[src/rtl/trace_pkg.sv]
// rtl/trace_pkg.sv - shared types for the memory write trace buffer
package trace_pkg;

    localparam int TRACE_ADDR_W = 15;
    localparam int TRACE_DATA_W = 16;
    localparam int TRACE_SEQ_W  = 8;
    localparam int TRACE_TIME_W = 32;

    typedef enum logic [1:0] {
        IDLE = 2'd0,
        RUN  = 2'd1,
        DONE = 2'd2
    } trace_state_e;

    // Field order matches the packed FIFO word built in mem_write_trace.
    typedef struct packed {
        logic [TRACE_ADDR_W-1:0] addr;
        logic [TRACE_DATA_W-1:0] data;
        logic [TRACE_SEQ_W-1:0]  seq;
    } trace_entry_t;

endpackage

[src/rtl/mem_write_trace_if.sv]
// rtl/mem_write_trace_if.sv - core write bus and host drain port (TRACE_TIMESTAMP_EN adds out_time)
interface mem_write_trace_if #(
    parameter int ADDR_W = 15,
    parameter int DATA_W = 16,
    parameter int SEQ_W  = 8
);
    logic              wr_en;
    logic [ADDR_W-1:0] wr_addr;
    logic [DATA_W-1:0] wr_data;
    logic              out_valid;
    logic              out_ready;
    logic [ADDR_W-1:0] out_addr;
    logic [DATA_W-1:0] out_data;
    logic [SEQ_W-1:0]  out_seq;
`ifdef TRACE_TIMESTAMP_EN
    logic [31:0]       out_time;

    modport master (
        output wr_en, wr_addr, wr_data, out_ready,
        input  out_valid, out_addr, out_data, out_seq, out_time
    );
    modport slave (
        input  wr_en, wr_addr, wr_data, out_ready,
        output out_valid, out_addr, out_data, out_seq, out_time
    );
`else
    modport master (
        output wr_en, wr_addr, wr_data, out_ready,
        input  out_valid, out_addr, out_data, out_seq
    );
    modport slave (
        input  wr_en, wr_addr, wr_data, out_ready,
        output out_valid, out_addr, out_data, out_seq
    );
`endif
endinterface

[src/rtl/trace_fifo.sv]
// rtl/trace_fifo.sv - first-word-fall-through FIFO holding trace entries
module trace_fifo #(
    parameter int W     = 39,
    parameter int DEPTH = 16,
    localparam int PW   = $clog2(DEPTH),
    localparam int LW   = PW + 1
) (
    input  logic         clk,
    input  logic         reset,
    input  logic         push,
    input  logic         pop,
    input  logic [W-1:0] wdata,
    output logic [W-1:0] rdata,
    output logic         valid,
    output logic [LW-1:0] level
);
    logic [W-1:0]  mem [DEPTH];
    logic [PW-1:0] wr_ptr;
    logic [PW-1:0] rd_ptr;

    always_ff @(posedge clk) begin
        if (push) begin
            mem[wr_ptr] <= wdata;
        end
    end

    // Caller guarantees push only when not full or popping, pop only when valid.
    always_ff @(posedge clk or negedge reset) begin
        if (!reset) begin
            wr_ptr <= '0;
            rd_ptr <= '0;
            level  <= '0;
        end else begin
            if (push) wr_ptr <= wr_ptr + PW'(1);
            if (pop)  rd_ptr <= rd_ptr + PW'(1);
            case ({push, pop})
                2'b10:   level <= level + LW'(1);
                2'b01:   level <= level - LW'(1);
                default: level <= level;
            endcase
        end
    end

    assign valid = (level != '0);
    // Storage is not reset, so the head is forced to zero while empty.
    assign rdata = valid ? mem[rd_ptr] : '0;

endmodule

[src/rtl/mem_write_trace.sv]
// rtl/mem_write_trace.sv - windowed capture of core memory writes into a drainable FIFO
// Optional TRACE_TIMESTAMP_EN stamps each entry with a free-running cycle count.
module mem_write_trace
    import trace_pkg::*;
#(
    parameter int ADDR_W = TRACE_ADDR_W,
    parameter int DATA_W = TRACE_DATA_W,
    parameter int DEPTH  = 16,
    parameter int SEQ_W  = TRACE_SEQ_W,
    parameter int CNT_W  = 16,
    localparam int LW    = $clog2(DEPTH) + 1
) (
    input  logic              clk,
    input  logic              reset,
    input  logic              arm,
    input  logic              abort,
    input  logic [CNT_W-1:0]  stop_count,
    input  logic [ADDR_W-1:0] win_lo,
    input  logic [ADDR_W-1:0] win_hi,
    mem_write_trace_if.slave  bus,
    output logic [LW-1:0]     level,
    output logic [CNT_W-1:0]  captured,
    output logic [CNT_W-1:0]  dropped,
    output logic [1:0]        state_o
);
`ifdef TRACE_TIMESTAMP_EN
    localparam int EW = ADDR_W + DATA_W + SEQ_W + TRACE_TIME_W;
    logic [TRACE_TIME_W-1:0] time_cnt;
`else
    localparam int EW = ADDR_W + DATA_W + SEQ_W;
`endif

    trace_state_e     state;
    logic [SEQ_W-1:0] seq;
    logic             hit, pop, push, full, arm_go;
    logic [EW-1:0]    wdata, rdata;

    assign hit    = (state == RUN) && bus.wr_en &&
                    (bus.wr_addr >= win_lo) && (bus.wr_addr <= win_hi);
    assign pop    = bus.out_valid && bus.out_ready;
    assign full   = (level == LW'(DEPTH));
    assign push   = hit && (!full || pop);
    assign arm_go = arm && !abort && (state != RUN);

    always_ff @(posedge clk or negedge reset) begin
        if (!reset) begin
            state    <= IDLE;
            captured <= '0;
            dropped  <= '0;
            seq      <= '0;
        end else begin
            if (arm_go) begin
                captured <= '0;
                dropped  <= '0;
                seq      <= '0;
            end else if (push) begin
                captured <= captured + CNT_W'(1);
                seq      <= seq + SEQ_W'(1);
            end else if (hit && (dropped != '1)) begin
                dropped  <= dropped + CNT_W'(1);
            end

            if (abort) begin
                state <= IDLE;
            end else if (arm_go) begin
                state <= RUN;
            end else if (push && (stop_count != '0) &&
                         (captured + CNT_W'(1) == stop_count)) begin
                state <= DONE;
            end
        end
    end

    assign state_o = state;

`ifdef TRACE_TIMESTAMP_EN
    always_ff @(posedge clk or negedge reset) begin
        if (!reset) begin
            time_cnt <= '0;
        end else if (arm_go) begin
            time_cnt <= '0;
        end else begin
            time_cnt <= time_cnt + 32'd1;
        end
    end

    assign wdata = {bus.wr_addr, bus.wr_data, seq, time_cnt};
    assign {bus.out_addr, bus.out_data, bus.out_seq, bus.out_time} = rdata;
`else
    assign wdata = {bus.wr_addr, bus.wr_data, seq};
    assign {bus.out_addr, bus.out_data, bus.out_seq} = rdata;
`endif

    trace_fifo #(
        .W     (EW),
        .DEPTH (DEPTH)
    ) u_fifo (
        .clk   (clk),
        .reset (reset),
        .push  (push),
        .pop   (pop),
        .wdata (wdata),
        .rdata (rdata),
        .valid (bus.out_valid),
        .level (level)
    );

endmodule

[src/flat_wrapper.sv]
// flat-port wrapper written by rule: the top's interface ports become plain ports
module mem_write_trace_flat import trace_pkg::*;
#(
    parameter int ADDR_W = TRACE_ADDR_W,
    parameter int DATA_W = TRACE_DATA_W,
    parameter int DEPTH  = 16,
    parameter int SEQ_W  = TRACE_SEQ_W,
    parameter int CNT_W  = 16,
    localparam int LW    = $clog2(DEPTH) + 1
)
  (clk, reset, arm, abort, stop_count, win_lo, win_hi, level, captured, dropped, state_o, bus_wr_en, bus_wr_addr, bus_wr_data, bus_out_ready, bus_out_valid, bus_out_addr, bus_out_data, bus_out_seq);
  mem_write_trace_if #(.ADDR_W(ADDR_W), .DATA_W(DATA_W), .SEQ_W(SEQ_W)) bus_i ();
  input  logic clk;
  input  logic reset;
  input  logic arm;
  input  logic abort;
  input  logic [CNT_W-1:0] stop_count;
  input  logic [ADDR_W-1:0] win_lo;
  input  logic [ADDR_W-1:0] win_hi;
  output logic [LW-1:0] level;
  output logic [CNT_W-1:0] captured;
  output logic [CNT_W-1:0] dropped;
  output logic [1:0] state_o;
  input wire logic [$bits(bus_i.wr_en)-1:0] bus_wr_en;
  input wire logic [$bits(bus_i.wr_addr)-1:0] bus_wr_addr;
  input wire logic [$bits(bus_i.wr_data)-1:0] bus_wr_data;
  input wire logic [$bits(bus_i.out_ready)-1:0] bus_out_ready;
  output wire logic [$bits(bus_i.out_valid)-1:0] bus_out_valid;
  output wire logic [$bits(bus_i.out_addr)-1:0] bus_out_addr;
  output wire logic [$bits(bus_i.out_data)-1:0] bus_out_data;
  output wire logic [$bits(bus_i.out_seq)-1:0] bus_out_seq;
  assign bus_i.wr_en = bus_wr_en;
  assign bus_i.wr_addr = bus_wr_addr;
  assign bus_i.wr_data = bus_wr_data;
  assign bus_i.out_ready = bus_out_ready;
  assign bus_out_valid = bus_i.out_valid;
  assign bus_out_addr = bus_i.out_addr;
  assign bus_out_data = bus_i.out_data;
  assign bus_out_seq = bus_i.out_seq;
  mem_write_trace #(.ADDR_W(ADDR_W), .DATA_W(DATA_W), .DEPTH(DEPTH), .SEQ_W(SEQ_W), .CNT_W(CNT_W)) u_core (.clk(clk), .reset(reset), .arm(arm), .abort(abort), .stop_count(stop_count), .win_lo(win_lo), .win_hi(win_hi), .bus(bus_i), .level(level), .captured(captured), .dropped(dropped), .state_o(state_o));
endmodule
[config.mk]
export PLATFORM = sky130hd
export DESIGN_NAME = mem_write_trace_flat
export DESIGN_NICKNAME = d
export VERILOG_FILES = /design/src/rtl/trace_pkg.sv /design/src/rtl/mem_write_trace_if.sv /design/src/rtl/trace_fifo.sv /design/src/rtl/mem_write_trace.sv /design/src/flat_wrapper.sv
export SDC_FILE = /design/constraint.sdc
export NUM_CORES = 1
export LEC_CHECK = 0
export ABC_CLOCK_PERIOD_IN_PS = 5940
export BUFFER_PORTS_ARGS = -buffer_cell sky130_fd_sc_hd__buf_2
export CORE_ASPECT_RATIO = 1.25
export CORE_MARGIN = 1
export CORE_UTILIZATION = 45
export DETAILED_ROUTE_END_ITERATION = 10
export PLACE_DENSITY_LB_ADDON = 0.2
export SYNTH_ARGS = -nofsm -noshare
export SYNTH_HDL_FRONTEND = slang
export SYNTH_SLANG_ARGS = --single-unit
[constraint.sdc]
create_clock -name clk -period 5.94 [get_ports clk]
set_clock_uncertainty 0.05 [all_clocks]
set_input_delay 0.594 -clock clk [delete_from_list [all_inputs] [get_ports clk]]
set_output_delay 0.594 -clock clk [all_outputs]
set_load 0.01 [all_outputs]
# Yosys cells after proc, flatten, opt, wreduce, memory -nomap -nowiden
# Memory sizes are Yosys's and may differ from the RTL's.
# Cells that the tools add are included.
[classes]
magnitude_cmp = 2
n_reduce_logical = 20
addsub = 7
mux = 14
eq_ne = 8
[ops]
columns = ["op", "count"]
rows = [
  ["two-way mux 16 bit", 5],
  ["two-way mux 39 bit", 1],
  ["adder 16 x 1 -> 16 bit (second input constant)", 2],
  ["== test 16 bit", 1],
  ["two-way mux 8 bit", 2],
  ["!= test 16 bit (second input constant)", 1],
  ["nonzero test 16 bit", 1],
  ["greater-or-equal comparator 15 bit", 1],
  ["less-or-equal comparator 15 bit", 1],
  ["logical AND 1 bit", 10],
  ["case mux 5 bit (2 select lines)", 1],
  ["adder 4 x 1 -> 4 bit (second input constant)", 2],
  ["adder 8 x 1 -> 8 bit (second input constant)", 1],
  ["two-way mux 2 bit", 3],
  ["nonzero test 2 bit", 3],
  ["adder 5 x 1 -> 5 bit (second input constant)", 1],
  ["== test 5 bit (second input constant)", 1],
  ["nonzero test 5 bit", 1],
  ["subtractor 5 x 1 -> 5 bit (second input constant)", 1],
  ["== test 2 x 1 -> 1 bit (second input constant)", 2],
  ["nonzero test 3 bit", 1],
  ["== test 2 bit (second input constant)", 1],
  ["zero test 1 bit", 2],
  ["two-way mux 1 bit", 2],
  ["other kinds (4)", 4],
]
[totals]
ramBits = 624
output_inout_bits = 79
mem_count = 1
register_bits = 55
[mem_list]
columns = ["name", "words", "width", "rd", "rd_ports_with_merged_regs", "wr", "line", "source"]
rows = [
  ["u_core.u_fifo.mem", 16, 39, 1, 0, 1, "trace_fifo.sv:17", "logic [W-1:0] mem [DEPTH];"],
]

# Logic depth before layout (Yosys ltp)
[logic_depth]
word_depth = 10
ltp_mapped = 15
depth_no_buf = 14

# By module
# From an unflattened synthesis, not the netlist that was laid out.
[unflattened]
hier_cells = 1493
hier_area_um2 = 28138.2
[modules_own_cells]
columns = ["mod", "seq_area_each_um2", "area_each_um2", "cells_per_inst", "instances"]
rows = [
  ["trace_fifo", 19063.3, 24523.5, 1048, 1],
  ["mem_write_trace", 1051.0, 3614.7, 445, 1],
]

# Least setup slack after synthesis
# Ideal clock, no wire load.
[synth_timing]
path_type = "input-to-reg"
from = "input port win_hi[4]"
to = "memory u_core.u_fifo.mem[3][0] (enable)"
setup_time_ps = 546
path_stages = 10
t_required_ps = 5344
arrival_time_ps = 6246
path_buffers = 2
slack_ps = -902
path_cell_list = "inv_1 ha_1 a211oi_1 nor2_1 o31ai_1 a21o_2 nand3_1 buf_2 buf_2 nor4b_1"
[synth_via]
elab_chain_cells = 5
[synth_lines]
columns = ["element", "line", "source"]
rows = [
  ["start, declared", "flat_wrapper.sv:19", "input logic [ADDR_W-1:0] win_hi;"],
  ["less-or-equal comparator 15 bit", "mem_write_trace.sv:39", "(bus.wr_addr >= win_lo) && (bus.wr_addr <= win_hi);"],
  ["logical AND 1 bit", "mem_write_trace.sv:39", ""],
  ["logical AND 1 bit", "mem_write_trace.sv:42", "assign push = hit && (!full || pop);"],
  ["two-way mux 1 bit", "trace_fifo.sv:22", "if (push) begin"],
  ["two-way mux 1 bit (implied by the code)", "trace_fifo.sv:23", "mem[wr_ptr] <= wdata;"],
  ["end, declared", "trace_fifo.sv:17", ""],
]
# Every way passes these cells.

# Final worst setup path
[layout_timing]
from = "input port bus_wr_addr[14]"
to = "register u_core.u_fifo.level[4]"
[layout_via]
elab_chain_cells = 6
[layout_lines]
columns = ["element", "line", "source"]
rows = [
  ["start, declared", "flat_wrapper.sv:25", "input wire logic [$bits(bus_i.wr_addr)-1:0] bus_wr_addr;"],
  ["greater-or-equal comparator 15 bit", "mem_write_trace.sv:39", ""],
  ["logical AND 1 bit", "mem_write_trace.sv:38", "assign hit = (state == RUN) && bus.wr_en &&"],
  ["logical AND 1 bit (*)", "mem_write_trace.sv:39", ""],
  ["logical AND 1 bit (*)", "mem_write_trace.sv:42", ""],
  ["== test 2 x 1 -> 1 bit / == test 2 bit (equally long branches)", "trace_fifo.sv:36", "case ({push, pop})"],
  ["case mux 5 bit (2 select lines) / nonzero test 2 bit (equally long branches)", "-", ""],
  ["end signal, assigned", "trace_fifo.sv:37", "2'b10: level <= level + LW'(1);"],
  ["end signal, assigned", "trace_fifo.sv:38", "2'b01: level <= level - LW'(1);"],
  ["end signal, assigned", "trace_fifo.sv:39", "default: level <= level;"],
  ["end, declared", "trace_fifo.sv:15", "output logic [LW-1:0] level"],
]
# Every way passes the cells marked *; elsewhere a longest branch is shown, timed or not.
# A chain may end at the register's enable or synchronous reset.

==> results.cfg <==
[outcome]
outcome = finished, final reports clean

[clocking]
clock_path_buffers = 3
cts.repair.resized = 0
cts_tree = built
cts_root_buffer = clkbuf_16
cts_hold_buf = 0
cts_setup_buffers = 0
clock_latency_ns = 0.59
path_clk_slew_ns = 0.06
clock-sinks = 679
numCtsBuffers = 67
htree_num_levels = 3

[final_layout]
diodes = 0
seq_area_mm2 = 0.0201
mostFrequentLayoutCells = edfxtp_1 (624), mux4_2 (195), buf_2 (161)
fillCellCount = 4848
nNetsFinal = 1736
syn_to_final_growth_pct = 14.6
fin_cells = 2485
final_common_cell = edfxtp_1
multiInputGateArea_mm2 = 0.00747
layout-drive-gt1-share_pct = 31.7
final_util_pct = 52.5

[sta]
tightest_slew_ns = 1.12
setup_violations = 0
fin_crit_sh_pct = 73.4
worst_slack_ns = 1.58
max_freq_mhz = 229
worst_hold_slack_ns = 0.0936
tns_ns = 0
slew_viol_final = 0
rsz0062_at_grt = no
min_period_ns = 4.36
hold_viol_final = 0
maxSlewHeadroom_pct = 25.2

[synth]
syn_avg_cell_area_um2 = 19.8
yosysWarningCount = 0
synthDistinctLibCells = 62
synth_cells = 1409
ys.flop_type = edfxtp_1
yosysSeqAreaShare_pct = 72.0
ys_async_sr_fraction_pct = 8.10
synth_fp_nets = 1534
ys_seq_elements = 679
synth_area_mm2 = 0.0280
synth-edff-count = 624

[grt]
gr-total-overflow = 0
grt.met1_usage_pct = 27.7
globalRouteMet2Util_pct = 34.8
antenna_found_initial = 0
grtUsageMet3_pct = 3.27
grt_pass1_wl_um = 94300
grt_max_degree = 87
track_usage_pct = 20.5
grt_pass1_vias = 14900
grt-busiest-layer = met2

[worst_setup_path]
crit_buf_inv = 1
crit_family = simple AND/OR/NAND/NOR gates
critPathMaxFanout = 18
rr_startpoint = u_core.state_o[1]
startpoint = bus_wr_addr[14]
crit_chain = buf_2 -> ha_1 -> nand2_1 -> nor4_1 -> o31ai_1 -> a21oi_2 -> nor2_4 -> nor2_1 -> ha_1 -> a21o_1 -> a21oi_1 -> or3_1 -> mux2i_1 -> or4_1
cp-start-kind = primary input
endpoint_kind = flop
slowest_stage = nor4_1
worstSetupPathType = in -> reg
worstPathRequired_ns = 6.35
cp.arrival_ns = 4.77
crit_top_cell = ha_1
cpPeakStageDelay_ns = 0.61

[power_and_ir_drop]
swShare_pct = 27.6
power.switching_mw = 3.56
intPower_mw = 9.33
power.leakage_nw = 10.7
powerDensity_mw_per_mm2 = 403
p_seq_share_pct = 44.0
pwr-share-comb_pct = 25.1
clock_power_share_pct = 30.9
vdd_drop_max_mv = 0.204

[routing]
ant_nets = 0
wl_per_cell_um = 25.0
vias = 14100
post-route-drc-count = 0
wl_um = 62200
via_per_inst = 5.69
first_pass_iters = 5
drt_iter0_drc = 1141

[floorplanning]
die_h_um = 281
ios = 162
fp.dieArea_mm2 = 0.0631
rows = 101
initial_core_util_pct = 45.8
core_mm2 = 0.0610
die_w_um = 225

[place]
pre_cts_ws_ns = 0.959
portBuffers = 161
dp_hpwl_um = 35400
dp.cells = 2366
place_congestion = 0.819

[flow_run]
cap_violations = 0

[worst_hold_path]
hold_path_class = in -> async
-- registers in the layout, summed over array words and instances, names as in the netlist --
register / cells
u_core.dropped: 16
u_core.u_fifo.wr_ptr: 4
u_core.u_fifo.mem: 624
u_core.captured: 16
u_core.seq: 8
u_core.u_fifo.rd_ptr: 4
u_core.u_fifo.level: 5
u_core.state_o: 2
-- metrics by stage --
step                      instance area [um2]  power (mW)
after global routing                    32000        13.5
after detailed placement                30000        9.11
final                                   32000        12.9
after CTS                               32000        13.1
after global placement                  30000        9.10
after floorplan                         28000        7.98
-- logic make-up (layout without fill, tap and decap cells) --
logic type	Yosys count	after routing	synth area share (%)
AND/OR/NAND/NOR	231	231	4.95
flip-flops	679	679	72.0
XOR/XNOR	40	40	1.25
multiplexers	204	204	16.0
adder cells (fa/ha/maj)	42	42	1.91
AO/OA/AOI/OAI	106	106	2.35
buffers and inverters	107	359	1.55
-- worst paths after layout --
kind                                            to  depth (start not counted)  slack [ns]
setup / recovery            u_core.u_fifo.level[4]                         14        1.58
hold / removal                   u_core.dropped[7]                          2        0.09
setup reg to reg            u_core.u_fifo.level[4]                         11        2.24
hold reg to reg                u_core.captured[15]                          2        0.52
max in group asynchronous  u_core.u_fifo.rd_ptr[1]                          2        5.16
min in group clk                 u_core.state_o[1]                          2        0.17
-- metal layers --
metal	vias up	wire length, um	part of all wire, %
met2	354	31900	51
met1	7522	26400	42
met4	0	1030	1.7
met5	-	0	0
met3	65	2850	4.6
li1	6189	-	-
-- cells in the mapped netlist (all sizes together), types with 11 or more instances --
| cell | instances | share of area (%) |
|---|---|---|
| a21oi | 40 | 0.73 |
| and2 | 41 | 0.92 |
| buf | 38 | 0.62 |
| clkbuf | 28 | 0.38 |
| dfrtp | 55 | 4.9 |
| edfxtp | 624 | 67 |
| ha | 41 | 1.8 |
| inv | 41 | 0.55 |
| mux4 | 195 | 16 |
| nand2 | 47 | 0.63 |
| nand3 | 27 | 0.55 |
| nand4 | 16 | 0.43 |
| nor2 | 19 | 0.36 |
| nor4 | 17 | 0.38 |
| o21ai | 36 | 0.64 |
| or3 | 18 | 0.40 |
| xnor2 | 29 | 0.91 |
| xor2 | 11 | 0.34 |
-- area by class of cell --
cell class,instances,area share (%)
Clock buffer,81,5.47
Clock inverter,38,0.926
Inverter,41,0.481
Multi-Input combinational cell,623,23.3
Sequential cell,679,62.9
Tap cell,824,3.22
Timing Repair Buffer,199,3.72
-- power by group through the flow --
stage | combinational [mW] | sequential, mW | clock, mW
final | 3.23 | 5.68 | 3.98
after global routing | 3.49 | 5.72 | 4.25
after CTS | 3.32 | 5.69 | 4.09
after detailed placement | 3.31 | 5.80 | 0
after global placement | 3.31 | 5.79 | 0
after floorplan | 2.51 | 5.47 | 0
Power figures use the tool's default switching activity.
